==> config.mk <==
export PLATFORM = sky130hd
export DESIGN_NAME = lcd_ctrl
export DESIGN_NICKNAME = d
export VERILOG_FILES = /design/src/rtl/lcd_pkg.sv /design/src/rtl/lcd_timer.sv /design/src/rtl/lcd_ctrl.sv
export SDC_FILE = /design/constraint.sdc
export NUM_CORES = 1
export LEC_CHECK = 0
export ABC_AREA = 1
export BUFFER_PORTS_ARGS = -buffer_cell sky130_fd_sc_hd__buf_2
export CAP_MARGIN = 25
export CORE_ASPECT_RATIO = 1.4
export CORE_UTILIZATION = 58
export CTS_CLUSTER_DIAMETER = 60
export CTS_CLUSTER_SIZE = 14
export DETAILED_ROUTE_END_ITERATION = 10
export HOLD_SLACK_MARGIN = 0.06
export MAX_ROUTING_LAYER = met4
export PLACE_DENSITY_LB_ADDON = 0.15
export SLEW_MARGIN = 5
export SYNTH_ARGS = -nofsm -noshare
export SYNTH_HDL_FRONTEND = slang
export SYNTH_HIERARCHICAL = 1
export SYNTH_SLANG_ARGS = --single-unit
==> constraint.sdc <==
create_clock -name i_clk -period 6.25 [get_ports i_clk]
set_input_delay 0.9375 -clock i_clk [delete_from_list [all_inputs] [get_ports i_clk]]
set_output_delay 0.9375 -clock i_clk [all_outputs]
set_load 0.005 [all_outputs]
==> src/rtl/lcd_pkg.sv <==
// lcd_pkg: shared types and constants for the HD44780 bus controller.
//   lcd_state_t  - controller FSM states
//   lcd_cmd_t    - one bus command (register select + data byte)
//   INIT_ROM     - power-up command sequence, entry 0 sent first
//   *_BIT        - field positions in the LSU command word and status word
//   us_to_cyc    - microseconds to clock cycles (rounded up, never 0)
package lcd_pkg;

    typedef enum logic [2:0] {
        S_PWRUP,
        S_SETUP,
        S_EN_HI,
        S_HOLD,
        S_EXEC,
        S_IDLE
    } lcd_state_t;

    typedef struct packed {
        logic       rs;
        logic [7:0] data;
    } lcd_cmd_t;

    // Command word fields (i_io_lcd)
    localparam int LCD_ON_BIT   = 31;
    localparam int LCD_REQ_BIT  = 30;
    localparam int LCD_BLON_BIT = 29;
    localparam int LCD_RS_BIT   = 8;

    // Status word fields (o_lcd_status)
    localparam int STAT_BUSY_BIT = 31;
    localparam int STAT_ACK_BIT  = 30;
    localparam int STAT_INIT_BIT = 29;

    // Init sequence: function set x3, display on, clear, entry mode.
    localparam int INIT_LEN = 6;
    localparam logic [INIT_LEN-1:0][7:0] INIT_ROM = {
        8'h06, 8'h01, 8'h0C, 8'h38, 8'h38, 8'h38
    };
    localparam logic [2:0] INIT_LAST = 3'(INIT_LEN - 1);

    // Rounded up so a delay is never shorter than asked; a zero result
    // would stall the down-counter, so it is clamped to one cycle.
    function automatic int unsigned us_to_cyc(input int unsigned us,
                                              input int unsigned clk_hz);
        logic [63:0] cyc;
        cyc = (64'(us) * 64'(clk_hz) + 64'd999_999) / 64'd1_000_000;
        return (cyc == 64'd0) ? 32'd1 : cyc[31:0];
    endfunction

    function automatic int unsigned min1(input int unsigned c);
        return (c == 0) ? 32'd1 : c;
    endfunction

    function automatic int unsigned max2(input int unsigned a, input int unsigned b);
        return (a > b) ? a : b;
    endfunction

endpackage

==> src/rtl/lcd_timer.sv <==
// lcd_timer: single down-counter that times every FSM phase.
//   i_clk, i_reset (async, active low)
//   i_load     - load i_value this cycle (0 is promoted to 1)
//   i_value    - phase length in cycles
//   o_expired  - last cycle of the current phase
// A phase loaded with N lasts exactly N cycles: the count runs N..1 and
// the owner moves on at the edge where the count is 1.
module lcd_timer #(
    parameter int           W         = 8,
    parameter logic [W-1:0] RESET_VAL = W'(1)
) (
    input  logic         i_clk,
    input  logic         i_reset,
    input  logic         i_load,
    input  logic [W-1:0] i_value,
    output logic         o_expired
);

    logic [W-1:0] cnt;

    always_ff @(posedge i_clk or negedge i_reset) begin
        if (!i_reset) begin
            cnt <= RESET_VAL;
        end else if (i_load) begin
            cnt <= (i_value == '0) ? W'(1) : i_value;
        end else if (cnt != '0) begin
            cnt <= cnt - W'(1);
        end
    end

    assign o_expired = (cnt == W'(1));

endmodule

==> src/rtl/lcd_ctrl.sv <==
// lcd_ctrl: turns LSU command words into HD44780 write cycles, runs the
// power-up init sequence and reports busy/ack/init_done to firmware.
//   i_clk, i_reset    - clock, async active-low reset
//   i_io_lcd[31:0]    - [31] ON, [30] REQ toggle, [29] BLON, [8] RS, [7:0] DATA
//   o_lcd_data[7:0]   - LCD data bus
//   o_lcd_rs/rw/en    - register select, read/write (always write), enable
//   o_lcd_on/blon     - panel power / backlight, registered copies of the word
//   o_lcd_status[31:0]- [31] busy, [30] ack toggle, [29] init_done
module lcd_ctrl
    import lcd_pkg::*;
#(
    parameter int unsigned CLK_FREQ_HZ = 50_000_000,
    parameter int unsigned T_PWRUP_US  = 15_000,
    parameter int unsigned T_SETUP_CYC = 4,
    parameter int unsigned T_EN_CYC    = 25,
    parameter int unsigned T_HOLD_CYC  = 4,
    parameter int unsigned T_EXEC_US   = 40,
    parameter int unsigned T_LONG_US   = 1_640
) (
    input  logic        i_clk,
    input  logic        i_reset,
    input  logic [31:0] i_io_lcd,
    output logic [7:0]  o_lcd_data,
    output logic        o_lcd_rs,
    output logic        o_lcd_rw,
    output logic        o_lcd_en,
    output logic        o_lcd_on,
    output logic        o_lcd_blon,
    output logic [31:0] o_lcd_status
);

    localparam int unsigned PWRUP_CYC = us_to_cyc(T_PWRUP_US, CLK_FREQ_HZ);
    localparam int unsigned SETUP_CYC = min1(T_SETUP_CYC);
    localparam int unsigned EN_CYC    = min1(T_EN_CYC);
    localparam int unsigned HOLD_CYC  = min1(T_HOLD_CYC);
    localparam int unsigned EXEC_CYC  = us_to_cyc(T_EXEC_US, CLK_FREQ_HZ);
    localparam int unsigned LONG_CYC  = us_to_cyc(T_LONG_US, CLK_FREQ_HZ);
    localparam int unsigned MAX_CYC   = max2(max2(max2(PWRUP_CYC, SETUP_CYC),
                                                  max2(EN_CYC, HOLD_CYC)),
                                             max2(EXEC_CYC, LONG_CYC));
    localparam int          TW        = $clog2(MAX_CYC) + 1;

    lcd_state_t state_q, state_d;
    lcd_cmd_t   cmd_q, cmd_d;
    logic [2:0] idx_q, idx_d;
    logic       ack_q, ack_d;
    logic       init_done_q, init_done_d;
    logic       busy_q, en_q, on_q, blon_q;

    logic          tmr_load;
    logic [TW-1:0] tmr_value;
    logic          tmr_expired;

    logic     req_pending;
    lcd_cmd_t req_cmd;
    logic     long_exec;
    logic     unused_io;

    // Only IDLE looks at the toggle, so flips while busy are deferred,
    // and an even number of them simply vanishes.
    assign req_pending  = (i_io_lcd[LCD_REQ_BIT] != ack_q);
    assign req_cmd.rs   = i_io_lcd[LCD_RS_BIT];
    assign req_cmd.data = i_io_lcd[7:0];
    assign unused_io    = ^i_io_lcd[28:9];

    // Clear display / return home need the long execution wait.
    assign long_exec = !cmd_q.rs && (cmd_q.data >= 8'd1) && (cmd_q.data <= 8'd3);

    lcd_timer #(
        .W         (TW),
        .RESET_VAL (TW'(PWRUP_CYC))
    ) u_timer (
        .i_clk     (i_clk),
        .i_reset   (i_reset),
        .i_load    (tmr_load),
        .i_value   (tmr_value),
        .o_expired (tmr_expired)
    );

    always_comb begin
        state_d     = state_q;
        cmd_d       = cmd_q;
        idx_d       = idx_q;
        ack_d       = ack_q;
        init_done_d = init_done_q;
        tmr_load    = 1'b0;
        tmr_value   = TW'(SETUP_CYC);

        unique case (state_q)
            S_PWRUP: begin
                if (tmr_expired) begin
                    state_d    = S_SETUP;
                    idx_d      = 3'd0;
                    cmd_d.rs   = 1'b0;
                    cmd_d.data = INIT_ROM[0];
                    tmr_load   = 1'b1;
                    tmr_value  = TW'(SETUP_CYC);
                end
            end
            S_SETUP: begin
                if (tmr_expired) begin
                    state_d   = S_EN_HI;
                    tmr_load  = 1'b1;
                    tmr_value = TW'(EN_CYC);
                end
            end
            S_EN_HI: begin
                if (tmr_expired) begin
                    state_d   = S_HOLD;
                    tmr_load  = 1'b1;
                    tmr_value = TW'(HOLD_CYC);
                end
            end
            S_HOLD: begin
                if (tmr_expired) begin
                    state_d   = S_EXEC;
                    tmr_load  = 1'b1;
                    tmr_value = long_exec ? TW'(LONG_CYC) : TW'(EXEC_CYC);
                end
            end
            S_EXEC: begin
                if (tmr_expired) begin
                    if (!init_done_q) begin
                        if (idx_q == INIT_LAST) begin
                            init_done_d = 1'b1;
                            state_d     = S_IDLE;
                        end else begin
                            idx_d      = idx_q + 3'd1;
                            cmd_d.rs   = 1'b0;
                            cmd_d.data = INIT_ROM[idx_d];
                            state_d    = S_SETUP;
                            tmr_load   = 1'b1;
                            tmr_value  = TW'(SETUP_CYC);
                        end
                    end else begin
                        ack_d   = ~ack_q;
                        state_d = S_IDLE;
                    end
                end
            end
            S_IDLE: begin
                if (req_pending) begin
                    cmd_d     = req_cmd;
                    state_d   = S_SETUP;
                    tmr_load  = 1'b1;
                    tmr_value = TW'(SETUP_CYC);
                end
            end
            default: state_d = S_IDLE;
        endcase
    end

    // Bus outputs are registered from the next state so EN and busy line
    // up exactly with the state they describe; RS/DATA only move when a
    // new command is loaded on SETUP entry.
    always_ff @(posedge i_clk or negedge i_reset) begin
        if (!i_reset) begin
            state_q     <= S_PWRUP;
            cmd_q       <= '0;
            idx_q       <= 3'd0;
            ack_q       <= 1'b0;
            init_done_q <= 1'b0;
            busy_q      <= 1'b0;
            en_q        <= 1'b0;
            on_q        <= 1'b0;
            blon_q      <= 1'b0;
        end else begin
            state_q     <= state_d;
            cmd_q       <= cmd_d;
            idx_q       <= idx_d;
            ack_q       <= ack_d;
            init_done_q <= init_done_d;
            busy_q      <= (state_d != S_IDLE);
            en_q        <= (state_d == S_EN_HI);
            on_q        <= i_io_lcd[LCD_ON_BIT];
            blon_q      <= i_io_lcd[LCD_BLON_BIT];
        end
    end

    assign o_lcd_data = cmd_q.data;
    assign o_lcd_rs   = cmd_q.rs;
    assign o_lcd_rw   = 1'b0;
    assign o_lcd_en   = en_q;
    assign o_lcd_on   = on_q;
    assign o_lcd_blon = blon_q;

    always_comb begin
        o_lcd_status                = '0;
        o_lcd_status[STAT_BUSY_BIT] = busy_q;
        o_lcd_status[STAT_ACK_BIT]  = ack_q;
        o_lcd_status[STAT_INIT_BIT] = init_done_q;
    end

endmodule

# Word-level counts from Yosys, hierarchy flattened
# Memories as Yosys holds them, arrays and structs flattened.
# Index checks and enable logic that the tools add are counted.
[op_classes]
n_reduce_logical = 14
n_addsub = 2
n_mux = 36
order_cmp = 3
n_eq_ne = 15
n_bitwise = 1
[ops]
columns = ["cell", "count"]
rows = [
  ["17-bit 2-to-1 mux", 3],
  ["9-bit 2-to-1 mux", 5],
  ["21-bit 2-to-1 mux", 2],
  ["3-bit 2-to-1 mux", 12],
  ["17-bit case mux with 2 select lines", 1],
  ["9-bit case mux with 3 select lines", 1],
  ["21-bit by 1-bit equality test with 1-bit output (second input constant)", 1],
  ["21-bit logical NOT", 1],
  ["21-bit nonzero test", 1],
  ["21-bit by 1-bit subtractor with 21-bit output (second input constant)", 1],
  ["3-bit case mux with 6 select lines", 1],
  ["2-bit inequality test (second input constant)", 5],
  ["3-bit by 2-bit equality test with 1-bit output (second input constant)", 3],
  ["3-bit equality test (second input constant)", 3],
  ["8-bit by 1-bit greater-or-equal comparator with 1-bit output (second input constant)", 1],
  ["8-bit by 2-bit <= comparator with 1-bit output (second input constant)", 1],
  ["8-bit 2-to-1 mux", 1],
  ["1-bit 2-to-1 mux", 7],
  ["3-bit case mux with 2 select lines", 1],
  ["6-bit AND reduction", 1],
  ["5-bit 2-to-1 mux", 1],
  ["5-bit AND reduction", 1],
  ["3-bit by 4-bit less-than comparator with 1-bit output (second input constant)", 1],
  ["2-bit nonzero test", 2],
  ["other kinds (13)", 14],
]
[totals]
in_bits = 34
reg_bits = 42
memories = 1
mem_bits_ro = 64
[memory_table]
columns = ["memory", "words", "width", "rd", "rd_ports_with_merged_regs", "write_ports", "line", "text"]
rows = [
  ["(no name shown)", 8, 8, 1, 0, 0, "lcd_ctrl.sv:130", "cmd_d.data = INIT_ROM[idx_d];"],
]

# Depth between registers and ports, before layout
# Gate-level depths: netlist of run 1.
[logic_depth]
ltp_word = 9
ltp_mapped = 18
ltp_nobuf = 16

# Hierarchy
# Netlist of run 1, hierarchy kept.
[by_module_without_submodules]
columns = ["module", "area_each_um2", "n_inst", "cells_each"]
rows = [
  ["lcd_timer", 1667.8, 1, 258],
  ["lcd_ctrl", 1463.9, 1, 187],
]

# Least setup slack after synthesis of run 1
# OpenSTA, ideal clock, no wires.
[synth_path]
kind = "register -> register"
from = "register u_timer.cnt[15]"
to = "register u_timer.cnt[0]"
required_ns = 6.133
stages_incl_launch_ff = 18
n_path_buf = 2
arrival_ns = 2.492
setup_ns = 0.117
synth_period_minus_slack_ns = 2.610
path_slack_ns = 3.640
cell_sequence = "dfrtp_1 > nor2_1 > nand2_2 > nor2_2 > nand2_2 > nor4_1 > nand3_1 > o21ai_1 > o21bai_1 > buf_6 > clkinv_2 > nand2_2 > nor2_2 > nand2_4 > nor2_8 > buf_8 > nand2_1 > nand2_1"
[synth_between]
elab_cells_between_ends = 12
cone_classes = "1 x eq/ne; 8 x mux; 3 x reduce/logical"
[synth_rtl]
columns = ["item", "line", "text"]
rows = [
  ["start, declared", "lcd_timer.sv:19", "logic [W-1:0] cnt;"],
  ["start signal, assigned", "lcd_timer.sv:25", "cnt <= (i_value == '0) ? W'(1) : i_value;"],
  ["start signal, assigned", "lcd_timer.sv:27", "cnt <= cnt - W'(1);"],
  ["21-bit by 1-bit equality test with 1-bit output (*)", "lcd_timer.sv:31", "assign o_expired = (cnt == W'(1));"],
  ["net tmr_expired", "lcd_ctrl.sv:52", "logic tmr_expired;"],
  ["1-bit 2-to-1 mux, on equally long branches", "--", ""],
  ["1-bit case mux with 3 select lines (*)", "lcd_ctrl.sv:89", "unique case (state_q)"],
  ["net tmr_load", "lcd_ctrl.sv:50", "logic tmr_load;"],
  ["21-bit 2-to-1 mux or 2-bit nonzero test (tied branches)", "--", ""],
]
# Mark *: on every way through the listed nets, which the timed path passes. The rest lies on a longest branch.
# A chain may end at the register's enable or synchronous reset.

# Worst setup path in the final report of run 1
[layout_path]
from = "register u_timer.cnt[15]"
to = "register u_timer.cnt[20]"
# The elaborated chain is that of the path after synthesis.

==> results.yml, run 1 <==
status:
  status: "finished clean"
pwr:
  ir_worst_vdd_v: 0.000182
  powerDensity_nw_per_um2: 294
  power.switching_uw: 347
  swShare_pct: 34.7
  cellLeakagePower_nw: 1.77
  finalPower_uw: 998
  p_int_uw: 651
  clock_power_share_pct: 26.8
  power_frac_seq_pct: 44.6
  pwr-share-comb_pct: 28.5
logic_synthesis:
  synthCells: 445
  yosys.area_share.xor_xnor_pct: 1.40
  ys_types: 42
  ys_seq_area_share_pct: 34.0
  syn_area_um2: 3130
  avgSynthCellArea_um2: 7.04
  synthSimpleGateAreaFrac_pct: 39.0
  ys_seq_elements: 42
  synth_compound_area_share_pct: 6.75
  async_reset_ff_share_pct: 100
  synth-adder-area-share_pct: 2.40
  ys.warnings.count: 6
  synth-edff-count: 0
  synth.area.mux_share_pct: 0
  synth_top_family_by_area: "simple AND/OR/NAND/NOR gates"
  ys.flop_type: "dfrtp_1"
routing:
  first_iter_violations: 204
  wl_met3_um: 156
  vias: 2689
  met2_length_um: 3610
  antenna_left: 0
  routed_wl_um: 6520
  drc_errors: 0
  routedWlPerCell_um: 11.8
  vias_per_cell: 4.86
  dr.max_layer_used: "met4"
  first_pass_iters: 4
  met1_length_um: 2600
global_route:
  gr-total-overflow: 0
  grt_pass1_wl_um: 10800
  antenna_found_initial: 0
  grt_pass1_vias: 2485
  grt_util_all_layers_pct: 25.7
  grt_max_degree: 43
cts:
  insertion_delay_ns: 0.30
  cts.htree.levels: 2
  clock_sinks: 42
  cts_tree: "yes"
  root_buffer: "clkbuf_8"
  cts_hold_buf: 0
  cts_resized: 0
  cts_setup_buffers: 0
  cts_buffers: 5
  cts.path.max_buffers: 2
  clk_pin_slew_ns: 0.09
placed_design:
  hpwl_um: 4930
  portBuffers: 28
  gp_congestion: 0.907
  placed_area_um2: 3230
setup_path:
  crit_path_end_kind: "flop"
  arrival_ns: 3.84
  required_ns: 6.50
  startpoint_type: "flop"
  critPathKind: "reg -> reg"
  worst-path-max-fanout: 26
timing:
  rsz0062_at_grt: "false"
  finClkSkew_ns: 0.0133
  holdWs_ns: 0.492
  max_freq_mhz: 279
  setup_violations: 0
  fin_crit_sh_pct: 57.4
  tightest_slew_ns: 0.987
  fin_crit_ns: 3.59
  report.final.hold_viol_count: 0
  timing.setup.tns_ns: 0
  max-slew-margin-rel_pct: 33.6
  drv_slew: 0
cells_and_area:
  n_antenna_cell: 0
  area_growth_pct: 8.47
  fillers: 516
  layout_commonest_cell: "nand2_1"
  drive_above_1_share_pct: 18.1
  final_cell_mix: "nand2_1, nor2_1, inv_1"
  finalInstanceArea_um2: 3400
  nets: 526
flow_run:
  max-cap-violations: 0
floorplan:
  die_area_um2: 5700
  core_um2: 5200
  initial_utilization_pct: 60.3
  die_w_um: 64.1
  die_y_um: 88.9
  rows: 31
  io_pins: 79
worst_hold_path:
  hold_path_class: "reg -> reg"
flip-flops by register name, summed over array words and instances (netlist names):
signal and flops:
o_lcd_en 1, idx_q 3, o_lcd_on 1, busy_q 1, o_lcd_blon 1, u_timer/cnt 21, o_lcd_data 8, o_lcd_rs 1
ack_q 1, init_done_q 1, state_q 3
worst max-delay path: stages (launching register included):
cell	delay (ns)
dfrtp_1	0.42
nor2_1	0.18
nand2_2	0.09
nor2_2	0.16
nand2_2	0.12
nor4_1	0.77
nand3_1	0.20
o21ai_1	0.23
o21bai_1	0.14
buf_4	0.25
clkinv_2	0.06
buf_4	0.22
nand2_2	0.11
nor2_2	0.06
nand2_4	0.08
nor2_8	0.07
a21oi_1	0.21
nand2_1	0.08
inv_1	0.05
layout make-up:
type / instances / area, um^2 / area share (%)
multi-input cells: 349 / 1710 / 50.5
inverters: 57 / 219 / 6.45
well taps: 66 / 82.6 / 2.43
repair buffers: 31 / 175 / 5.16
flip-flops and latches: 42 / 1060 / 31.3
clock buffers: 6 / 82.6 / 2.43
clock inverters: 2 / 60.1 / 1.77
metrics by stage:
| step | instances | setup slack (ns) | utilization, % |
|---|---|---|---|
| 5_1_grt | 553 | 2.46 | 65.4 |
| 3_3_place_gp | 544 | 2.81 | 62.2 |
| 4_1_cts | 552 | 2.75 | 65.0 |
| 6_report | 553 | 2.66 | 65.4 |
| 2_1_floorplan | 487 | 3.64 | - |
| 3_5_place_dp | 544 | 2.79 | 62.2 |
power groups by stage:
stage / Combinational (mW) / Sequential, mW / Clock (mW)
after floorplan: 0.231 / 0.432 / 0
after global placement: 0.272 / 0.444 / 0
after detailed placement: 0.280 / 0.449 / 0
after CTS: 0.283 / 0.444 / 0.271
after global routing: 0.332 / 0.456 / 0.283
final: 0.285 / 0.445 / 0.268
per-layer routing:
layer | GRT usage [%] | up-vias
met3 | 3.57 | 11
met2 | 48.3 | 45
met4 | 10.1 | 0
li1 | - | 1389
met1 | 27.1 | 1244
met5 | - | -
synthesized netlist by cell type (all sizes together) (2+ instances only):
cell type / n / share of area, %
nand4: 4 / 0.80
inv: 55 / 6.7
dfstp: 10 / 8.4
a21oi: 18 / 3.2
or2: 2 / 0.40
clkinv: 2 / 0.32
nand2: 126 / 17
o21ai: 14 / 2.6
o211ai: 2 / 0.48
and2: 2 / 0.40
nor2: 73 / 11
xnor2: 3 / 0.84
buf: 38 / 9.2
ha: 6 / 2.4
xor2: 2 / 0.56
nand3: 40 / 6.8
nand3b: 7 / 1.7
nor3: 2 / 0.48
dfrtp: 32 / 26
kinds of logic (layout without fill, tap and decap cells):
group                      Yosys count  count (layout)
and+or+nand+nor                    259             259
other                                1              43
xor gates and xnor gates             5               5
AOI/OAI and AO/OA                   36              36
buffers and inverters               96              96
adders and majority gates            6               6
DFF                                 42              42
final timing paths:
path / start / endpoint / slack (ns) / cells past startpoint
setup reg to reg: u_timer/cnt[15] / u_timer/cnt[20] / 2.66 / 18
hold reg to reg: o_lcd_rs / o_lcd_rs / 0.49 / 2
min in group asynchronous: i_reset / u_timer/cnt[20] / 0.52 / 1
hold / removal: o_lcd_rs / o_lcd_rs / 0.49 / 2
setup / recovery: u_timer/cnt[15] / u_timer/cnt[20] / 2.66 / 18
max in group asynchronous: i_reset / u_timer/cnt[8] / 5.19 / 2
(Power assumes the default switching activity.)
==> run 2, diff against run 1 <==
- ABC_AREA: 1 -> 0
- CORE_UTILIZATION: 58 -> 52
- clock period: 6.25 -> 3.3 ns (I/O delays scaled with it)
==> run 2 against run 1 <==
The run now ends with negative setup slack left. Utilization up 1.1 points. Sequential cell count did not move. Synthesized cell count decreased by 36%. Via count decreased by 20%.
==> results.yml, run 2 <==
worst_hold_path:
  hold_path_class: "in -> async"
placed_design:
  hpwl_um: 4050
  gp_congestion: 0.780
  portBuffers: 28
  placed_area_um2: 2980
cells_and_area:
  n_antenna_cell: 0
  multi_input_area_um2: 1440
  fillers: 438
  layout_commonest_cell: "conb_1"
  regArea_um2: 1060
  largest_reg_flops: 21
  area_growth_pct: 22.8
  final_cell_mix: "conb_1, dfrtp_1, buf_4"
  drive_above_1_share_pct: 30.1
  finalInstanceArea_um2: 3220
  regMostFlops: "u_timer/cnt"
  nets: 401
global_route:
  gr-total-overflow: 0
  antenna_found_initial: 0
  grt_max_degree: 43
  grt_pass1_wl_um: 9280
  grt_util_all_layers_pct: 24.1
  grt_pass1_vias: 2092
setup_path:
  r2r_cells: 11
  arrival_ns: 3.62
  critPathKind: "reg -> reg"
  r2r_start: "u_timer/cnt[12]"
  required_ns: 3.52
  cpPeakStageDelay_ns: 0.53
  path_cells: "or4_4, or4_4, or4_4, nor2_4, and3b_2, inv_2, or4_4, o41ai_2, buf_4, nor2_2, a21oi_1"
  slowest_stage: "or4_4"
  cp_top_family: "simple AND/OR/NAND/NOR gates"
  path_common_cell: "or4_4"
  crit_path_end_kind: "flop"
  worstPathBufferInverterCount: 2
  reg2reg_slack_ns: -0.09
  startpoint_type: "flop"
  reg2reg_to: "u_timer/cnt[0]"
  worst-path-max-fanout: 4
floorplan:
  core_um2: 4840
  die_w_um: 62.0
  die_area_um2: 5340
  die_y_um: 86.0
  initial_utilization_pct: 54.2
  rows: 30
  io_pins: 79
timing:
  rsz0062_at_grt: "true"
  fin_crit_ns: 3.39
  report.final.hold_viol_count: 0
  setup_violations: 13
  holdWs_ns: 0.0684
  drv_slew: 0
  max_freq_mhz: 295
  finClkSkew_ns: 0.00413
  setup_slack_ns: -0.0944
  fin_crit_sh_pct: 103
cts:
  clk_pin_slew_ns: 0.08
  cts.path.max_buffers: 2
  clock_sinks: 42
  cts.htree.levels: 2
  cts_hold_buf: 0
  cts_buffers: 5
  cts_tree: "yes"
  root_buffer: "clkbuf_8"
  insertion_delay_ns: 0.29
logic_synthesis:
  async_reset_ff_share_pct: 100
  yosysMostFrequentCell: "buf_4"
  avgSynthCellArea_um2: 9.23
  synthCells: 284
  ys.warnings.count: 6
  ys_types: 48
  yosysTopAreaCellShare_pct: 30.5
  synth-edff-count: 0
  synth_common_cells: "buf_4, dfrtp_1, nand2_1"
  synth_top_area_cell: "dfrtp_1"
  ys_seq_elements: 42
  syn_area_um2: 2620
  synth_area_leaders: "dfrtp_1, dfstp_2, buf_4"
  ys_seq_area_share_pct: 40.6
  ys.flop_type: "dfrtp_1"
flow_run:
  max-cap-violations: 0
routing:
  routed_wl_um: 5470
  first_iter_violations: 65
  vias: 2155
  drc_errors: 0
  first_pass_iters: 4
  routedWlPerCell_um: 12.8
  vias_per_cell: 5.06
  antenna_left: 0
status:
  violations: "negative setup slack"
  status: "finished, violations left"
pwr:
  ir_worst_vdd_v: 0.000296
  powerDensity_nw_per_um2: 424
  cellLeakagePower_nw: 1.44
[run 2: worst max-delay path by stage]
| stage | endpoint | depth (start not counted) | start |
|---|---|---|---|
| floorplan | u_timer/cnt[17] | 13 | u_timer/cnt[10] |
| global placement | u_timer/cnt[19] | 13 | u_timer/cnt[12] |
| detailed placement | u_timer/cnt[19] | 13 | u_timer/cnt[12] |
| CTS | u_timer/cnt[5] | 13 | u_timer/cnt[12] |
| global route | u_timer/cnt[5] | 13 | u_timer/cnt[10] |
| finish | u_timer/cnt[0] | 11 | u_timer/cnt[12] |
[run 2: where the power goes]
group          internal [mW]  total [mW]  switching (mW)
combinational          0.151       0.287           0.135
clock                  0.227       0.405           0.179
sequential             0.613       0.673          0.0603
[run 2: timing repair]
action / in CTS / in global routing
hold endpoints to repair: 0 / 0
gates cloned: 0 / 0
setup endpoints to repair: 21 / 23
pin swaps: 2 / 3
resized for setup: 18 / 6
buffers inserted: 5 / 0
[run 2: cell families (layout without fill, tap and decap cells)]
logic type	Yosys count	count (layout)	share of synthesized area [%]
buffers and inverters	58	87	14.4
AOI/OAI and AO/OA	64	64	15.5
and+or+nand+nor	95	95	20.1
muxes	3	3	1.43
DFF	42	42	40.6
other	1	50	0.143
adders and majority gates	6	6	2.86
xor gates and xnor gates	15	15	5.01
[run 2: through the flow]
stage	util, %	setup WS (ns)	power (mW)	instances	TNS (ns)
floorplan	-	-0.0944	0.861	333	-0.890
global placement	61.6	-0.137	0.950	412	-1.39
detailed placement	61.6	-0.149	0.960	412	-1.59
CTS	65.5	-0.127	1.37	425	-1.35
global route	66.5	-0.242	1.44	426	-3.82
finish	66.5	-0.0944	1.36	426	-0.477
[run 2: routing by layer]
metal,share of wire [%],wire length [um],vias up,global-route usage (%)
met5,0,0,-,-
met4,1.7,93,0,7.47
met3,2.9,156,8,4.07
met2,56,3060,43,42.3
met1,39,2150,1028,26.6
li1,-,-,1076,-
[run 2: cell type report]
cell class | count | area share (%)
repair buffers | 65 | 14.3
well taps | 64 | 2.49
multi-input cells | 233 | 44.9
flip-flops and latches | 42 | 33.0
clock buffers | 7 | 2.37
inverters | 14 | 2.02
clock inverters | 1 | 0.933
[run 2: worst register-to-register path: stages (launching register included)]
cell and delay, ns:
dfstp_2 0.38, or4_4 0.53, or4_4 0.53, or4_4 0.47
nor2_4 0.13, and3b_2 0.21, inv_2 0.04, or4_4 0.50
o41ai_2 0.20, buf_4 0.19, nor2_2 0.04, a21oi_1 0.10
